File: config.mk
export PLATFORM = sky130hd
export DESIGN_NAME = rr_bus_mux
export DESIGN_NICKNAME = d
export VERILOG_FILES = /design/src/rtl/rr_bus_mux.sv
export SDC_FILE = /design/constraint.sdc
export NUM_CORES = 1
export LEC_CHECK = 0
export CORE_UTILIZATION = 35
export CTS_CLUSTER_DIAMETER = 120
export CTS_CLUSTER_SIZE = 40
export DETAILED_ROUTE_END_ITERATION = 10
export GPL_ROUTABILITY_DRIVEN = 0
export PLACE_DENSITY = 0.78
export SLEW_MARGIN = 20
export SYNTH_ARGS = -nofsm -noshare
export SYNTH_HDL_FRONTEND = slang
export SYNTH_SLANG_ARGS = --single-unit
File: constraint.sdc
create_clock -name clk -period 2 [get_ports clk]
set_input_delay 0.3 -clock clk [delete_from_list [all_inputs] [get_ports clk]]
set_output_delay 0.3 -clock clk [all_outputs]
set_load 0.005 [all_outputs]
File: src/rtl/rr_bus_mux.sv
// rr_bus_mux: forwards the arbiter-granted master's request to one shared slave and acks it
module rr_bus_mux #(
  parameter int ADDR_W      = 8,
  parameter int DATA_W      = 32,
  parameter int TIMEOUT_CYC = 16
) (
  input  logic                clk,
  input  logic                reset,
  input  logic [3:0]          gnt,
  input  logic [4*ADDR_W-1:0] m_addr,
  input  logic [4*DATA_W-1:0] m_wdata,
  input  logic [3:0]          m_we,
  output logic [3:0]          m_ack,
  output logic                m_err,
  output logic [DATA_W-1:0]   m_rdata,
  output logic                s_valid,
  input  logic                s_ready,
  output logic [ADDR_W-1:0]   s_addr,
  output logic [DATA_W-1:0]   s_wdata,
  output logic                s_we,
  input  logic                s_rvalid,
  input  logic [DATA_W-1:0]   s_rdata,
  output logic                gnt_err,
  output logic                busy
);
  localparam int CW = $clog2(TIMEOUT_CYC + 1);
  typedef enum logic [1:0] {IDLE, ISSUE, WAIT_RESP, ACK} state_t;
  state_t state;
  logic [CW-1:0] cnt;
  logic [1:0] idx, gnt_idx;
  logic err, gnt_one, gnt_multi;
  always_comb begin
    gnt_idx = 2'd0;
    for (int i = 0; i < 4; i++) gnt_idx = gnt[i] ? 2'(i) : gnt_idx;
  end
  assign gnt_multi = (gnt & (gnt - 4'd1)) != 4'd0;
  assign gnt_one   = gnt != 4'd0 && !gnt_multi;
  assign s_valid   = state == ISSUE;
  assign busy      = state != IDLE;
  assign m_ack     = state == ACK ? 4'd1 << idx : 4'd0;
  assign m_err     = state == ACK && err;
  always_ff @(posedge clk or negedge reset)
    if (!reset) begin
      state   <= IDLE;
      idx     <= '0;
      s_addr  <= '0;
      s_wdata <= '0;
      s_we    <= 1'b0;
      cnt     <= '0;
      err     <= 1'b0;
      m_rdata <= '0;
      gnt_err <= 1'b0;
    end else begin
      gnt_err <= state == IDLE && gnt_multi;
      case (state)
        IDLE: if (gnt_one) begin
          idx     <= gnt_idx;
          s_addr  <= m_addr[int'(gnt_idx)*ADDR_W +: ADDR_W];
          s_wdata <= m_wdata[int'(gnt_idx)*DATA_W +: DATA_W];
          s_we    <= m_we[gnt_idx];
          state   <= ISSUE;
        end
        ISSUE: if (s_ready) begin
          cnt   <= '0;
          err   <= 1'b0;
          state <= s_we ? ACK : WAIT_RESP;
        end
        WAIT_RESP: if (s_rvalid) begin
          m_rdata <= s_rdata;
          state   <= ACK;
        end else if (cnt == CW'(TIMEOUT_CYC - 1)) begin
          err   <= 1'b1;
          state <= ACK;
        end else cnt <= cnt + CW'(1);
        default: state <= IDLE;
      endcase
    end
endmodule
After elaboration in Yosys (flattened, before gate mapping) --
Index checks and enable logic that the tools add are counted.
Operators by class: add/subtract/negate cells 2, magnitude comparators 1, equality and inequality tests 10, shift-type cells 3, mux-type cells 20, bitwise operators 1, reduce and logical (&&, ||, !) cells 14
Operators by type and width (count):
- 128-bit by 8-bit variable part select with 32-bit output | 1
- 32-bit by 6-bit variable part select with 8-bit output | 1
- 5-bit two-way mux | 3
- 2-bit two-way mux | 6
- 5-bit one-hot mux with 2 select lines | 1
- 2-bit inequality test (second input constant) | 4
- 4-bit AND reduction | 2
- 4-bit nonzero test | 2
- 1-bit two-way mux | 6
- 2-bit one-hot mux with 3 select lines | 1
- 5-bit by 1-bit adder with 5-bit output (second input constant) | 1
- 5-bit by 4-bit equality test with 1-bit output (second input constant) | 1
- 4-bit bitwise AND | 1
- 2-bit equality test (second input constant) | 2
- 4-bit two-way mux | 1
- 2-bit AND reduction | 2
- 2-bit nonzero test | 2
- 1-bit by 2-bit << shifter with 4-bit output (first input constant) | 1
- 4-bit by 1-bit subtractor with 4-bit output (second input constant) | 1
- 1-bit logical AND | 3
- 2-bit by 3-bit < comparator with 1-bit output (second input constant) | 1
- 3-bit inequality test (second input constant) | 1
- 3-bit AND reduction | 1
- 1-bit binary-select mux with 2-bit select | 1
- other kinds (5) | 5
Word-level totals: bits in registers 84, input port bits 204, output and inout port bits 81, word-level logic and storage cells 60

Depth between registers and ports, before layout --
depth after elaboration 7, mapped depth 7, gate-level depth less buffers 7

Worst setup path before layout --
OpenSTA, ideal clock, no wires.
path type register to register, from reg cnt[0], to reg cnt[3], library setup time 0.132 ns, arrival 1.754 ns, data required time 1.868 ns, setup slack 0.114 ns, stages on the path, launching flop included 8, buffers on the path 0, cells stage by stage dfrtp_1 ha_1 and3_1 ha_1 nor3b_1 o21ai_1 o21a_1 a2bb2oi_1
Between the ends: cells in the longest elaborated chain, start to end 4, elaborated cells between the ends (all ways) 7, classes of those cells add/sub: 1; eq/ne: 2; mux: 3; reduce/logical: 1
Ends and longest elaborated chain:
- start: declaration | RTL line 29 | logic [CW-1:0] cnt;
- start signal: assignment | RTL line 74 | end else cnt <= cnt + CW'(1);
- 5-bit by 1-bit adder with 5-bit output | RTL line 74
- 5-bit two-way mux | RTL line 71 | end else if (cnt == CW'(TIMEOUT_CYC - 1)) begin
- 5-bit two-way mux | RTL line 68 | WAIT_RESP: if (s_rvalid) begin
- 5-bit one-hot mux with 2 select lines | RTL line 55 | case (state)
Parallel ways exist; a longest one is shown, timed or not. The select of a mux whose other input is x is not followed. A chain may end at the register's enable or synchronous reset.

Worst setup path in the final report --
from reg state[0], to out m_ack[3]
Between the ends: cells in the longest elaborated chain, start to end 2
Ends and longest elaborated chain:
- start: declaration | RTL line 28 | state_t state;
- start signal: assignment | RTL line 66 | state <= s_we ? ACK : WAIT_RESP;
- 2-bit equality test | RTL line 40 | assign m_ack = state == ACK ? 4'd1 << idx : 4'd0;
- 4-bit two-way mux | RTL line 40
- end: declaration | RTL line 13 | output logic [3:0] m_ack,
Every way passes these cells.

==> impl_results.rst <==
.. list-table::
   :header-rows: 1

   * - Metric
     - Value
   * - Result of the run
     - finished clean
   * - Number of placement rows
     - 42
   * - Synthesized instance count
     - 413
   * - Final design area excluding fillers
     - 0.00838 mm²
   * - Count of state elements after synthesis
     - 84
   * - Number of synthesized flops with an enable pin
     - 0
   * - Area grow syn2layout
     - 71.2%
   * - DRC violation total after the first TritonRoute iteration
     - 79
   * - Measured slew at the worst slew-check pin
     - 441 ps
   * - GRT overflow
     - 0
   * - Htree depth
     - 3
   * - Max VDD drop
     - a little under 500 µV
   * - Effective utilization at floorplan
     - 36.4%
   * - First-pass iteration count of the detailed router
     - 4
   * - Vias in the first global route
     - 4378
   * - Setup violation total in the final timing report
     - 0
   * - Data required time of the worst path
     - 1700 ps
   * - Post-detail-place hpwl
     - 11.4 mm
   * - Post-route ant nets
     - 0
   * - Total leakage power
     - 3.65 nW
   * - Share of final-layout standard cells stronger than drive strength 1
     - 24.0%
   * - Chip Height
     - about 120 µm
   * - Max transition margin
     - 70.6%
   * - Inserted Clock Buffers
     - 9
   * - Count of synthesis-stage warnings from yosys
     - 0
   * - Placed Cells
     - roughly 860
   * - Sequential cell area fraction in the yosys report
     - a little over two fifths
   * - Number of hold-slack violations in the final timing report
     - 0
   * - Synthesized area
     - roughly 0.0049 mm²
   * - I/O Buffers
     - roughly 280
   * - Number of pins exceeding their max-slew limit in the final report
     - 0
   * - Number of top-level design ports
     - 285
   * - Core ar.
     - 0.0135 mm²
   * - Area after DPL
     - 0.00800 mm²
   * - Number of cells in the finished layout apart from fillers
     - 880
   * - CP endpoint kind
     - primary output
   * - Critical Path Start Type
     - flop
   * - Nets@finish
     - 909
   * - Hold depth
     - 3
   * - Number of library cell types mapped by synthesis
     - 33
   * - Top_reg_cell synth
     - sky130_fd_sc_hd__dfrtp_1
   * - Setup skew after layout
     - ~6.4 ps
   * - Clock transition at the registers of the reported paths
     - 60 ps
   * - Final Critical Period
     - 1930 ps
   * - Horiz. Die Dim
     - 120 µm
   * - Largest net degree at the start of global routing
     - 38
   * - TritonCTS clock tree
     - done
   * - Diodes inserted
     - 0
   * - Sinks on Clock Net
     - 84
   * - Largest fanout on the critical path
     - 6
   * - Root Driver
     - sky130_fd_sc_hd__clkbuf_16
   * - Logic depth of the worst register-to-register path
     - 6
   * - Max Fclk
     - roughly 0.52 GHz
   * - Number of design rule violations left after detail routing
     - 0
   * - Design Power
     - 9.05 mW
   * - Area of the die
     - 0.0145 mm²
   * - Worst hold-check path type
     - in -> reg
   * - Max Buffers Root-to-Sink
     - 2
   * - Post-layout utilization of the core
     - 62.3%
   * - Drt via density
     - 4.81
   * - Gr usage total
     - slightly below 20%
   * - Max_cap viols
     - 0
   * - Worst path arrival time
     - 1630 ps
   * - Total wire length after detailed routing
     - 14.2 mm
   * - Ratio of final minimum period to clock period
     - 96.3%
   * - Number of antenna violations at the first check in global routing
     - 1
   * - Avg WL per Cell
     - between 15 and 20 µm
   * - Routed vias
     - 4230
   * - Classification of the worst setup path
     - reg -> out
   * - Ys async rst share
     - 100%
   * - Clock latency reported for the late side of the worst-skew pair
     - between 300 and 400 ps
   * - Global-route wire length before repair
     - 21.8 mm
   * - Final-layout setup total negative slack
     - 0 ps
   * - Power density normalized to cell area
     - 1080 mW/mm²
   * - Post-synthesis area per instance
     - about 12 µm²
   * - Synthesized netlist net count
     - 623
-- state kept, by name, indices dropped and copies added, names as in the netlist --
name,count
cnt,5
err,1
gnt_err,1
idx,2
m_rdata,32
s_addr,8
s_wdata,32
s_we,1
state,2
-- Yosys cell counts, drive strengths merged (3+ instances only) --
library cell | number | area share [%]
nor3 | 3 | 0.31
ha | 6 | 1.5
nand2 | 47 | 3.6
o21ai | 49 | 5.0
inv | 7 | 0.54
mux2 | 116 | 30
dfrtp | 84 | 43
mux2i | 42 | 8.6
buf | 17 | 2.4
nor2 | 4 | 0.31
a21oi | 3 | 0.31
nand2b | 4 | 0.51
clkbuf | 11 | 0.84
-- cells in the final DEF (no fill, tap or decap), types with 2 or more instances in the layout --
cell / count
sky130_fd_sc_hd__inv_1: 6
sky130_fd_sc_hd__nand2_1: 47
sky130_fd_sc_hd__o21ai_0: 48
sky130_fd_sc_hd__nor4b_2: 2
sky130_fd_sc_hd__ha_2: 3
sky130_fd_sc_hd__nor2_1: 4
sky130_fd_sc_hd__dfrtp_1: 82
sky130_fd_sc_hd__dfrtp_2: 2
sky130_fd_sc_hd__clkinvlp_4: 4
sky130_fd_sc_hd__nand2b_1: 3
sky130_fd_sc_hd__clkbuf_16: 9
sky130_fd_sc_hd__nor3_1: 3
sky130_fd_sc_hd__mux2_4: 38
sky130_fd_sc_hd__buf_4: 12
sky130_fd_sc_hd__nor3b_2: 2
sky130_fd_sc_hd__buf_2: 3
sky130_fd_sc_hd__clkbuf_8: 2
sky130_fd_sc_hd__a21oi_1: 3
sky130_fd_sc_hd__mux2i_1: 42
sky130_fd_sc_hd__clkdlybuf4s50_1: 278
sky130_fd_sc_hd__mux2_2: 78
sky130_fd_sc_hd__ha_4: 2
sky130_fd_sc_hd__buf_12: 7
sky130_fd_sc_hd__xor2_1: 2
sky130_fd_sc_hd__and3_1: 2
sky130_fd_sc_hd__dlygate4sd2_1: 2
-- metrics by stage --
stage,setup slack [ps],hold WS [ps]
2_1_floorplan,114,4.41
3_3_place_gp,-76.3,223
3_5_place_dp,-110,225
4_1_cts,16.6,304
5_1_grt,-45.7,336
6_report,73.2,314
-- worst max-delay path, stage by stage, from the launching register on --
cell and delay [ps]:
sky130_fd_sc_hd__dfrtp_2 440, sky130_fd_sc_hd__ha_4 180, sky130_fd_sc_hd__and3_1 180, sky130_fd_sc_hd__clkdlybuf4s50_1 510
-- timing repair --
action,in CTS,in global routing
resized for setup,9,6
hold endpoints to repair,24,0
pin swaps,0,2
hold buffers,1,0
endpoints found under the setup margin,8,8
buffers inserted,0,1
-- cell families after synthesis --
group           after synthesis  synth area share, %
buf+inv                      35                 3.81
flops                        84                 42.9
simple gates                 68                 6.44
compound gates               59                 6.54
fa+ha+maj                     7                 1.74
mux                         158                 38.2
xor+xnor                      2                0.358
-- path summary, 6_finish.rpt --
kind	start	slack, ps	end
worst min register to register	cnt[4]$_DFFE_PN0P_	490	cnt[4]$_DFFE_PN0P_
min in group asynchronous	reset	410	m_rdata[15]$_DFFE_PN0P_
max in group asynchronous	reset	970	m_rdata[6]$_DFFE_PN0P_
worst min-delay path	gnt[3]	310	gnt_err$_DFF_PN0_
worst max register to register	cnt[0]$_DFFE_PN0P_	90	state[1]$_DFFE_PN0P_
worst max-delay path	state[0]$_DFFE_PN0P_	70	m_ack[3]
-- layer usage --
| layer | vias to the layer above | track usage (%) | share of wire (%) |
|---|---|---|---|
| met2 | 169 | 38.4 | 56 |
| met3 | 16 | 4.39 | 7.0 |
| li1 | 2036 | - | - |
| met4 | 2 | 5.71 | 1.3 |
| met1 | 2007 | 20.2 | 36 |
| met5 | - | 0 | 0.092 |
-- area by class of cell --
class                      instances  area (µm²)
sequential                        84        2100
multi-input combinational        294        2660
clock buffer                      11         253
clock inverter                     5        60.1
tap                              176         220
timing repair buffer             303        3060
fill                            1085        5070
inverter                           7        26.3
-- power breakdown --
part | switching (mW) | total (mW) | internal (mW)
sequential | 0.529 | 3.06 | 2.53
clock | 0.669 | 1.70 | 1.04
combinational | 1.31 | 4.28 | 2.97
total | 2.51 | 9.05 | 6.53
(Power assumes the default switching activity.)
